<file path="config.mk">
export PLATFORM = sky130hd
export DESIGN_NAME = ysyx_22040127_idu_pipe
export DESIGN_NICKNAME = d
export VERILOG_FILES = /design/src/rtl/ysyx_22040127_pkg.sv /design/src/rtl/ysyx_22040127_idu_pipe_immgen.sv /design/src/rtl/ysyx_22040127_idu_pipe.sv
export SDC_FILE = /design/constraint.sdc
export NUM_CORES = 1
export LEC_CHECK = 0
export CAP_MARGIN = 30
export CORE_ASPECT_RATIO = 1.4
export CORE_MARGIN = 8
export CORE_UTILIZATION = 30
export CTS_BUF_LIST = sky130_fd_sc_hd__clkbuf_16
export CTS_CLUSTER_SIZE = 8
export DETAILED_ROUTE_END_ITERATION = 8
export GPL_TIMING_DRIVEN = 0
export PLACE_DENSITY = 0.77
export SYNTH_ARGS = -nofsm -noshare
export SYNTH_HDL_FRONTEND = slang
export SYNTH_SLANG_ARGS = --single-unit
export TNS_END_PERCENT = 1
</file>
<file path="constraint.sdc">
create_clock -name clk -period 1.5 [get_ports clk]
set_input_delay 0.225 -clock clk [delete_from_list [all_inputs] [get_ports clk]]
set_output_delay 0.225 -clock clk [all_outputs]
set_load 0.01 [all_outputs]
</file>
<file path="src/rtl/ysyx_22040127_pkg.sv">
// Shared decode definitions for the IDU/EXU boundary: format codes, opcodes and
// the opcode-to-format classifier.
package ysyx_22040127_pkg;

  typedef enum logic [2:0] {
    TYPE_I = 3'd0,
    TYPE_U = 3'd1,
    TYPE_S = 3'd2,
    TYPE_J = 3'd3,
    TYPE_R = 3'd4,
    TYPE_B = 3'd5,
    TYPE_N = 3'd6,
    TYPE_X = 3'd7
  } inst_type_e;

  localparam logic [6:0] OP_LUI    = 7'b0110111;
  localparam logic [6:0] OP_AUIPC  = 7'b0010111;
  localparam logic [6:0] OP_JAL    = 7'b1101111;
  localparam logic [6:0] OP_JALR   = 7'b1100111;
  localparam logic [6:0] OP_LOAD   = 7'b0000011;
  localparam logic [6:0] OP_IMM    = 7'b0010011;
  localparam logic [6:0] OP_IMM32  = 7'b0011011;
  localparam logic [6:0] OP_REG    = 7'b0110011;
  localparam logic [6:0] OP_REG32  = 7'b0111011;
  localparam logic [6:0] OP_STORE  = 7'b0100011;
  localparam logic [6:0] OP_BRANCH = 7'b1100011;
  localparam logic [6:0] OP_SYSTEM = 7'b1110011;
  localparam logic [6:0] OP_FENCE  = 7'b0001111;

  // W-form opcodes only exist on RV64; anything unlisted classifies as TYPE_X.
  function automatic inst_type_e decode_type(input logic [31:0] inst, input logic rv64);
    inst_type_e t;
    t = TYPE_X;
    if (inst[1:0] == 2'b11) begin
      case (inst[6:0])
        OP_LUI, OP_AUIPC:          t = TYPE_U;
        OP_JAL:                    t = TYPE_J;
        OP_JALR, OP_LOAD, OP_IMM:  t = TYPE_I;
        OP_IMM32:                  t = rv64 ? TYPE_I : TYPE_X;
        OP_REG:                    t = TYPE_R;
        OP_REG32:                  t = rv64 ? TYPE_R : TYPE_X;
        OP_STORE:                  t = TYPE_S;
        OP_BRANCH:                 t = TYPE_B;
        OP_SYSTEM, OP_FENCE:       t = TYPE_N;
        default:                   t = TYPE_X;
      endcase
    end
    return t;
  endfunction

endpackage

</file>
<file path="src/rtl/ysyx_22040127_idu_pipe_immgen.sv">
// Immediate generator: assembles the 32-bit immediate for the given format and
// sign-extends it to XLEN.
module ysyx_22040127_immgen
  import ysyx_22040127_pkg::*;
#(
  parameter int unsigned XLEN = 64
) (
  input  logic [31:0]     inst_i,
  input  inst_type_e      type_i,
  output logic [XLEN-1:0] imm_o
);

  logic [31:0] imm32;

  always_comb begin
    imm32 = '0;
    case (type_i)
      TYPE_I, TYPE_N: imm32 = {{20{inst_i[31]}}, inst_i[31:20]};
      TYPE_S:         imm32 = {{20{inst_i[31]}}, inst_i[31:25], inst_i[11:7]};
      TYPE_B:         imm32 = {{19{inst_i[31]}}, inst_i[31], inst_i[7], inst_i[30:25],
                               inst_i[11:8], 1'b0};
      TYPE_U:         imm32 = {inst_i[31:12], 12'b0};
      TYPE_J:         imm32 = {{11{inst_i[31]}}, inst_i[31], inst_i[19:12], inst_i[20],
                               inst_i[30:21], 1'b0};
      default:        imm32 = '0;
    endcase
  end

  assign imm_o = XLEN'($signed(imm32));

endmodule

</file>
<file path="src/rtl/ysyx_22040127_idu_pipe.sv">
// Registered RV32I/RV64I decode stage: decodes the IFU word combinationally and
// holds the result in a single valid/ready pipeline register with flush.
module ysyx_22040127_idu_pipe
  import ysyx_22040127_pkg::*;
#(
  parameter int unsigned XLEN = 64,
  parameter int unsigned PC_W = XLEN
) (
  input  logic            clk,
  input  logic            rst,
  input  logic            flush,
  input  logic            in_valid,
  output logic            in_ready,
  input  logic [31:0]     in_inst,
  input  logic [PC_W-1:0] in_pc,
  output logic            out_valid,
  input  logic            out_ready,
  output logic [PC_W-1:0] out_pc,
  output logic [2:0]      out_type,
  output logic [4:0]      out_rd,
  output logic [4:0]      out_rs1,
  output logic [4:0]      out_rs2,
  output logic            out_rd_wen,
  output logic            out_rs1_ren,
  output logic            out_rs2_ren,
  output logic [XLEN-1:0] out_imm,
  output logic            out_illegal
);

  localparam logic RV64 = (XLEN == 64);

  inst_type_e      dec_type;
  logic [XLEN-1:0] dec_imm;
  logic            dec_rd_wen, dec_rs1_ren, dec_rs2_ren;
  logic            accept;

  logic            valid_q, valid_d;
  logic [PC_W-1:0] pc_q, pc_d;
  inst_type_e      type_q, type_d;
  logic [4:0]      rd_q, rd_d, rs1_q, rs1_d, rs2_q, rs2_d;
  logic            rd_wen_q, rd_wen_d, rs1_ren_q, rs1_ren_d, rs2_ren_q, rs2_ren_d;
  logic [XLEN-1:0] imm_q, imm_d;
  logic            illegal_q, illegal_d;

  ysyx_22040127_immgen #(.XLEN(XLEN)) u_immgen (
    .inst_i (in_inst),
    .type_i (dec_type),
    .imm_o  (dec_imm)
  );

  always_comb begin
    dec_type    = decode_type(in_inst, RV64);
    dec_rd_wen  = (dec_type inside {TYPE_I, TYPE_U, TYPE_J, TYPE_R}) && (in_inst[11:7] != 5'd0);
    dec_rs1_ren = dec_type inside {TYPE_I, TYPE_S, TYPE_B, TYPE_R};
    dec_rs2_ren = dec_type inside {TYPE_S, TYPE_B, TYPE_R};
  end

  assign in_ready = !valid_q || out_ready;
  assign accept   = in_valid && in_ready && !flush;

  // Bundle fields only change on accept, so a stalled bundle stays stable.
  always_comb begin
    valid_d   = valid_q;
    pc_d      = pc_q;
    type_d    = type_q;
    rd_d      = rd_q;
    rs1_d     = rs1_q;
    rs2_d     = rs2_q;
    rd_wen_d  = rd_wen_q;
    rs1_ren_d = rs1_ren_q;
    rs2_ren_d = rs2_ren_q;
    imm_d     = imm_q;
    illegal_d = illegal_q;
    if (accept) begin
      valid_d   = 1'b1;
      pc_d      = in_pc;
      type_d    = dec_type;
      rd_d      = in_inst[11:7];
      rs1_d     = in_inst[19:15];
      rs2_d     = in_inst[24:20];
      rd_wen_d  = dec_rd_wen;
      rs1_ren_d = dec_rs1_ren;
      rs2_ren_d = dec_rs2_ren;
      imm_d     = dec_imm;
      illegal_d = (dec_type == TYPE_X);
    end else if (flush || out_ready) begin
      valid_d = 1'b0;
    end
  end

  always_ff @(posedge clk) begin
    if (rst) begin
      valid_q   <= 1'b0;
      pc_q      <= '0;
      type_q    <= TYPE_I;
      rd_q      <= '0;
      rs1_q     <= '0;
      rs2_q     <= '0;
      rd_wen_q  <= 1'b0;
      rs1_ren_q <= 1'b0;
      rs2_ren_q <= 1'b0;
      imm_q     <= '0;
      illegal_q <= 1'b0;
    end else begin
      valid_q   <= valid_d;
      pc_q      <= pc_d;
      type_q    <= type_d;
      rd_q      <= rd_d;
      rs1_q     <= rs1_d;
      rs2_q     <= rs2_d;
      rd_wen_q  <= rd_wen_d;
      rs1_ren_q <= rs1_ren_d;
      rs2_ren_q <= rs2_ren_d;
      imm_q     <= imm_d;
      illegal_q <= illegal_d;
    end
  end

  assign out_valid   = valid_q;
  assign out_pc      = pc_q;
  assign out_type    = type_q;
  assign out_rd      = rd_q;
  assign out_rs1     = rs1_q;
  assign out_rs2     = rs2_q;
  assign out_rd_wen  = rd_wen_q;
  assign out_rs1_ren = rs1_ren_q;
  assign out_rs2_ren = rs2_ren_q;
  assign out_imm     = imm_q;
  assign out_illegal = illegal_q;

endmodule

</file>
==> impl_metrics.ini <==
[global_routing]
grt_pass1_wl_mm = 28.7
track_usage = 0.172
grt_max_degree = 18
gr-total-overflow = 0
grt_pass1_vias = 5155
antenna_found_initial = 0

[cells_and_area]
syn2layout_area_growth_pct = 67.6
final_cell_mix = 192 x nand2_1, 122 x dlygate4sd2_1, 117 x dfxtp_1
final_nets = 987
fin_util = 0.511
layout-drive-gt1-share = 0.175
layout_commonest_cell = nand2_1
antenna_cells = 0

[cts]
cts_buffers = 17
hold_buffers = 0
clockBufferDepth = 2
path_clk_slew_ns = 0.06
worstSkewPairLatency_ns = 0.42
numClockSinks = 119
cts-root-buf = clkbuf_16
cts_tree = yes
htree_levels = 4

[job]
maxCapViolations = 0

[die]
rows = 55
coreArea_um2 = 16200
initial_core_util = 0.305
num_io_pins = 253
die_area_um2 = 20900
die_w_um = 124
die_y_um = 168

[synth]
synth-seq-area-share = 0.483
avgSynthCellArea_um2 = 8.05
postSynth.asyncResetShare = 0
yosysTopAreaCellShare = 0.483
syn_nets = 714
ys.flop_type = dfxtp_1
yosysTopAreaCell = dfxtp_1
syn_area_um2 = 4940
synthCells = 613
synth.distinct_cells = 57
synth_edf_count = 0
ys_seq_elements = 119
yosys-top-cells-area = dfxtp_1 48%, nand2_1 15%, a21oi_1 11%
yosys_warnings = 0

[placed_design]
dp_hpwl_mm = 14.2
routabilityCongestion = 0.859
preCtsSetupSlack_ns = -0.687
io_buffer_count = 249

[critical_path]
cp-end-kind = register
cp.arrival_ns = 1.82
r2r_cells = 6
cp.required_ns = 1.81
cp-startpoint = out_valid
path_max_fanout = 5
r2r-start = out_valid
crit_end = out_imm[10]
r2r_end = out_imm[10]
start_kind = register
reg2reg_slack_ns = -0.02
worstSetupPathType = register to register

[power]
ir_drop_uv = 524
p_leak_nw = 3.72
p_per_area_nw_per_um2 = 1020
power_mw = 8.41

[sta]
min_period_ns = 1.52
tns_ns = -0.0524
slew_violations = 0
hold_slack_ns = 0.349
slew_headroom = 0.502
hold_viol = 0
finalCritPeriodShare = 1.01
finClkSkew_ns = 0.00770
fmax_mhz = 659
grt_setup_unrepaired = true
worstMarginPinSlew_ns = 0.747
setup_slack_ns = -0.0166
final-setup-viol-count = 5

[status]
violations = setup timing
status = complete, but fails checks

[route]
avgRoutedWirePerCell_um = 16.9
ant_nets = 0
num_vias = 5158
finalWirelength_mm = 18.6
first_iter_violations = 287
routed_via_density = 4.70
dr.pass1.iters = 4
drc = 0

[hold_path]
hold_class = input pin to register
-- worst max-delay path: stages, from the launching register on --
cell and delay, ns:
dfxtp_2 0.32, nor2b_4 0.13, nor3b_4 0.30, buf_6 0.20, nor2_4 0.08, buf_8 0.18
a22o_1 0.19
-- kinds of logic after synthesis --
group | share of synthesized area
mux | 0.00431
buf+inv | 0.102
compound gates | 0.206
flops | 0.483
simple gates | 0.205
-- worst min path at each step --
stage | from | end | slack, ns | cells after the start
after CTS | in_pc[13] | out_pc[13] | 0.33 | 3
after detailed placement | out_imm[27] | out_imm[27] | 0.44 | 2
after global placement | out_imm[17] | out_imm[17] | 0.43 | 2
after floorplan | flush | out_valid | 0.30 | 1
final | in_pc[13] | out_pc[13] | 0.35 | 3
after global routing | in_pc[37] | out_pc[37] | 0.35 | 3
-- per-stage QoR --
step,instances,area (um^2)
2_1_floorplan,613,4940
3_3_place_gp,1061,7680
3_5_place_dp,1061,7680
4_1_cts,1095,8190
5_1_grt,1098,8270
6_report,1098,8270
-- synthesized netlist by cell type (all sizes together), types with 2 or more instances --
library cell  number
nand3              4
nor2              13
nand3b             2
or2                2
a22o               6
nor3               5
o2bb2ai            2
a21oi            110
a32oi              4
dfxtp            119
a22oi              2
a31oi              3
clkbuf            23
o22ai              2
o21ai             27
nor2b              2
o211ai             2
or4                2
a311oi             4
inv                4
buf               56
nand2            193
-- registers in the layout, summed over array words and instances, names as in the netlist --
register	cells
out_pc	64
out_imm	32
out_rd	5
out_rs1	5
out_rs2	5
out_type	3
out_illegal	1
out_rd_wen	1
out_rs1_ren	1
out_rs2_ren	1
out_valid	1
-- cell type report --
class,instances,area (um^2)
Fill cell,1583,7900
Sequential cell,119,2390
Timing Repair Buffer,254,2340
Multi-Input combinational cell,411,2110
Buffer,79,598
Clock buffer,17,425
Tap cell,199,249
Clock inverter,15,151
Inverter,4,15.0
-- power breakdown --
part	switching [mW]	total (mW)	internal (mW)
combinational	0.535	1.08	0.547
clock	1.57	4.01	2.45
sequential	0.0483	3.32	3.27
total	2.15	8.41	6.26
-- per-layer routing --
layer	vias up	wire (um)	part of all wire	GRT usage
met2	188	9590	0.52	0.304
li1	2582	-	-	-
met1	2363	7160	0.39	0.181
met5	-	0	0	0
met3	25	1390	0.075	0.0600
met4	0	432	0.023	0.0778
-- repair_timing --
| action | in CTS | in global routing |
|---|---|---|
| endpoints found under the setup margin | 269 | 112 |
| pin swaps | 1 | 18 |
| gates resized for setup | 238 | 27 |
| setup buffers | 2 | 1 |
| gates cloned | 0 | 2 |
No activity file was read; power rests on OpenSTA's default activity.
